<file path="src/rtl/decimating_averager.sv">
// Decimating averager: emits the mean of every factor_p accepted samples on a
// registered ready/valid output. Define DECIMATING_AVERAGER_ROUND_EN for round-half-up.
module decimating_averager #(
  parameter int unsigned width_p  = 8,
  parameter int unsigned factor_p = 4
) (
  input  logic               clk_i,
  input  logic               reset_ni,
  input  logic               flush_i,
  input  logic [width_p-1:0] data_i,
  input  logic               valid_i,
  output logic               ready_o,
  output logic [width_p-1:0] data_o,
  output logic               valid_o,
  input  logic               ready_i
);

  localparam int unsigned shift_lp = $clog2(factor_p);
  localparam int unsigned acc_w_lp = width_p + shift_lp;
  localparam logic [shift_lp-1:0] cnt_last_lp = shift_lp'(factor_p - 1);

  logic [acc_w_lp-1:0] acc_reg, acc_next;
  logic [shift_lp-1:0] cnt_reg, cnt_next;
  logic [width_p-1:0]  data_reg, data_next;
  logic                valid_reg, valid_next;

  logic [acc_w_lp-1:0] sum;
  logic [width_p-1:0]  mean;
  logic                last_slot;
  logic                accept;
  logic                complete;

  // Only the group-completing sample can be blocked: it needs the output register free.
  assign last_slot = (cnt_reg == cnt_last_lp);
  assign ready_o   = !flush_i && !(last_slot && valid_reg && !ready_i);
  assign accept    = valid_i && ready_o;
  assign complete  = accept && last_slot;

  // acc carries shift_lp extra bits, so the full group sum never overflows.
  assign sum = acc_reg + {{shift_lp{1'b0}}, data_i};

`ifdef DECIMATING_AVERAGER_ROUND_EN
  // One guard bit keeps the half-LSB addition exact before the shift.
  localparam logic [acc_w_lp:0] half_lp = (acc_w_lp + 1)'(1) << (shift_lp - 1);
  logic [acc_w_lp:0] sum_rnd;
  assign sum_rnd = {1'b0, sum} + half_lp;
  assign mean    = width_p'(sum_rnd >> shift_lp);
`else
  assign mean = width_p'(sum >> shift_lp);
`endif

  always_comb begin
    acc_next   = acc_reg;
    cnt_next   = cnt_reg;
    data_next  = data_reg;
    valid_next = valid_reg;
    if (valid_reg && ready_i) begin
      valid_next = 1'b0;
    end
    if (flush_i) begin
      acc_next = '0;
      cnt_next = '0;
    end else if (complete) begin
      acc_next   = '0;
      cnt_next   = '0;
      data_next  = mean;
      valid_next = 1'b1;
    end else if (accept) begin
      acc_next = sum;
      cnt_next = cnt_reg + shift_lp'(1);
    end
  end

  always_ff @(posedge clk_i or negedge reset_ni) begin
    if (!reset_ni) begin
      acc_reg   <= '0;
      cnt_reg   <= '0;
      data_reg  <= '0;
      valid_reg <= 1'b0;
    end else begin
      acc_reg   <= acc_next;
      cnt_reg   <= cnt_next;
      data_reg  <= data_next;
      valid_reg <= valid_next;
    end
  end

  assign data_o  = data_reg;
  assign valid_o = valid_reg;

endmodule

</file>
<file path="config.mk">
export PLATFORM = sky130hd
export DESIGN_NAME = decimating_averager
export DESIGN_NICKNAME = d
export VERILOG_FILES = /design/src/rtl/decimating_averager.sv
export SDC_FILE = /design/constraint.sdc
export NUM_CORES = 1
export LEC_CHECK = 0
export BUFFER_PORTS_ARGS = -buffer_cell sky130_fd_sc_hd__buf_2
export CAP_MARGIN = 5
export CORE_MARGIN = 8
export CORE_UTILIZATION = 54
export DETAILED_ROUTE_END_ITERATION = 12
export PLACE_DENSITY = 0.78
export SYNTH_ARGS = -nofsm -noshare
export SYNTH_HDL_FRONTEND = slang
export SYNTH_SLANG_ARGS = --single-unit
</file>
<file path="constraint.sdc">
create_clock -name clk_i -period 2.8 [get_ports clk_i]
set_clock_uncertainty 0.15 [all_clocks]
set_input_delay 0 -clock clk_i [delete_from_list [all_inputs] [get_ports clk_i]]
set_output_delay 0 -clock clk_i [all_outputs]
set_load 0.005 [all_outputs]
</file>
==> qor.txt <==
endpoints failing hold -> 0
Total Power -> 0.0008041 W
outcome -> finished clean
global-route wire length before repair -> 4809 um
initial core utilization -> 0.5765
register area -> 525.5 sq um
nets -> 177
initial antenna violation count -> 0
Boundary Pins -> 23
Area Growth Syn to Fin -> 16.81%
Post-route DRC -> 0
Syn Nets -> 146
die width -> 64.83 um
clock latency on the worst-skew pair -> 300 ps
Placed Area -> 1428 sq um
critical path required time -> 2850 ps
number of max-cap violations -> 0
most frequent cells in the layout -> buf_2, dfrtp_1, a21oi_1, ha_1
synth warn -> 0
peak supply drop -> 0.3919 mV
Die Y -> 64.83 um
vias in the first global route -> 1,129
crit end category -> flip-flop
DP HPWL -> 2064 um
Setup violations, final -> 0
CTS buffer count -> 3
Main synth FF type -> dfrtp_1
Max clock buf depth -> 2
worst-margin pin slew -> 532.5 ps
DR vias -> 1,035
layout cells sized above 1 -> 0.2680
Seq/Total Area, Yosys -> 0.4082
crit-path max FO -> 3
Largest register FFs -> 10
number of DRC markers in iteration 0 -> 51
slew margin rel. -> 0.6450
Post-CTS Resized -> 0
ys async rst share -> 1.000
mapped cell area -> 1287 sq um
H-tree depth -> 1
DRT Wirelength -> 2744 um
Detail Route Antenna Nets -> 0
Setup TNS Final -> 0 ps
gr usage total -> 0.1409
Multi-input gate area -> 726.9 sq um
Yosys reg bits -> 21
commonest non-fill, non-tap cell in the layout -> buf_2
ranking of synthesized cells by area -> dfrtp_1, ha_1, mux2_2, a21oi_1, a22o_1
post-synth cell types -> 36
global placement routability congestion -> 0.8187
Post-Synthesis Cells -> 123
CP Launch Type -> flip-flop
fillers -> 184
Core Box Area -> 2233 sq um
Worst-path clk slew -> 120 ps
pwr dens -> 534.7 nW/um^2
Leak -> 0.7296 nW
DR vias/cell -> 5.718
post-route cell area -> 1504 sq um
EDFF count, synth -> 0
Port Buffer Count -> 22
crit path DAT -> 2140 ps
gr ovfl total -> 0
ant diodes -> 0
fin. max-slew vios -> 0
Synth top area share -> 0.4082
biggest area consumer among synthesized cells -> dfrtp_1
TritonCTS clock tree -> built
pin count of the biggest net entering global routing -> 22
Syn Area/Cell -> 10.47 sq um
CTS Root Cell -> clkbuf_4
Rows -> 17
minimum clock period -> 2087 ps
unrepaired setup endpoints after global routing -> no
Hold Crit Class -> in2async
f_max -> 0.4792 GHz
Die Area -> 4203 sq um
fin crit share -> 0.7453
CTS sink count -> 21
DR WL/cell -> 15.16 um
Pre-antenna DRT Iters -> 4
Setup CP Type -> reg2reg
per-stage QoR:
step / setup slack [ps] / util / hold slack (ps) / cells
after floorplan: 839.5 / - / -445.6 / 123
after global placement: 796.5 / 0.6392 / -177.5 / 172
after detailed placement: 736.4 / 0.6392 / -164.7 / 172
after CTS: 711.9 / 0.6734 / 41.15 / 181
after global routing: 615.2 / 0.6734 / 77.66 / 181
final: 713.1 / 0.6734 / 48.30 / 181
cell usage after synthesis, types with 3 or more instances:
cell and number:
xnor2_1 3, o21ai_0 7, o211ai_1 3, nand3b_1 3, nor2_1 7, mux2_2 6, a21oi_1 11, dfrtp_1 21
nand2_1 7, nor2b_1 5, a22o_1 5, ha_1 9, inv_1 6
worst max-delay path: stages, from the launching register on:
cell	delay, ps
dfrtp_1	380
ha_1	190
inv_1	60
fa_1	430
nor2b_4	140
o31a_4	150
o22ai_4	70
xnor2_1	150
mux2_2	260
cell families after synthesis:
kind of cell	Yosys count	share of synthesized area
AOI/OAI and AO/OA	38	0.2148
xor gates and xnor gates	5	0.03402
buffers and inverters	8	0.02721
DFF	21	0.4082
and+or+nand+nor	34	0.1526
muxes	7	0.06025
adders and majority gates	10	0.1030
layer usage:
| layer | vias up | track usage | share of wire |
|---|---|---|---|
| met2 | 38 | 0.2410 | 0.49 |
| met4 | 0 | 0.07357 | 0.019 |
| li1 | 512 | - | - |
| met3 | 7 | 0.03265 | 0.053 |
| met5 | - | 0 | 0 |
| met1 | 478 | 0.1597 | 0.44 |
final timing paths:
kind | slack [ps] | end | depth (start not counted) | startpoint
max | 710 | data_o[4] | 8 | acc_reg[0]
min | 50 | acc_reg[7] | 2 | reset_ni
max reg2reg | 710 | data_o[4] | 8 | acc_reg[0]
min reg2reg | 340 | data_o[0] | 2 | data_o[0]
max in group asynchronous | 2130 | acc_reg[8] | 2 | reset_ni
min in group clk_i | 110 | data_o[0] | 4 | data_i[2]
layout make-up:
cell class	count	share of cell area
inverter	6	0.01498
clock buffer	4	0.01747
multi-input combinational	94	0.4834
sequential	21	0.3494
tap	28	0.02329
timing repair buffer	28	0.1115
where the power goes:
part           switching [W]  leakage, nW  internal [W]  total (W)
registers          0.0000385        0.283      0.000354   0.000393
clock network      0.0000910       0.0150     0.0000555   0.000146
logic               0.000131        0.432      0.000134   0.000265
repair_timing:
| item | in CTS | in global routing |
|---|---|---|
| setup endpoints to repair | 0 | 0 |
| endpoints found under the hold margin | 27 | 0 |
| hold buffers | 5 | 0 |
| setup buffers | 0 | 0 |
(Power assumes the default switching activity.)
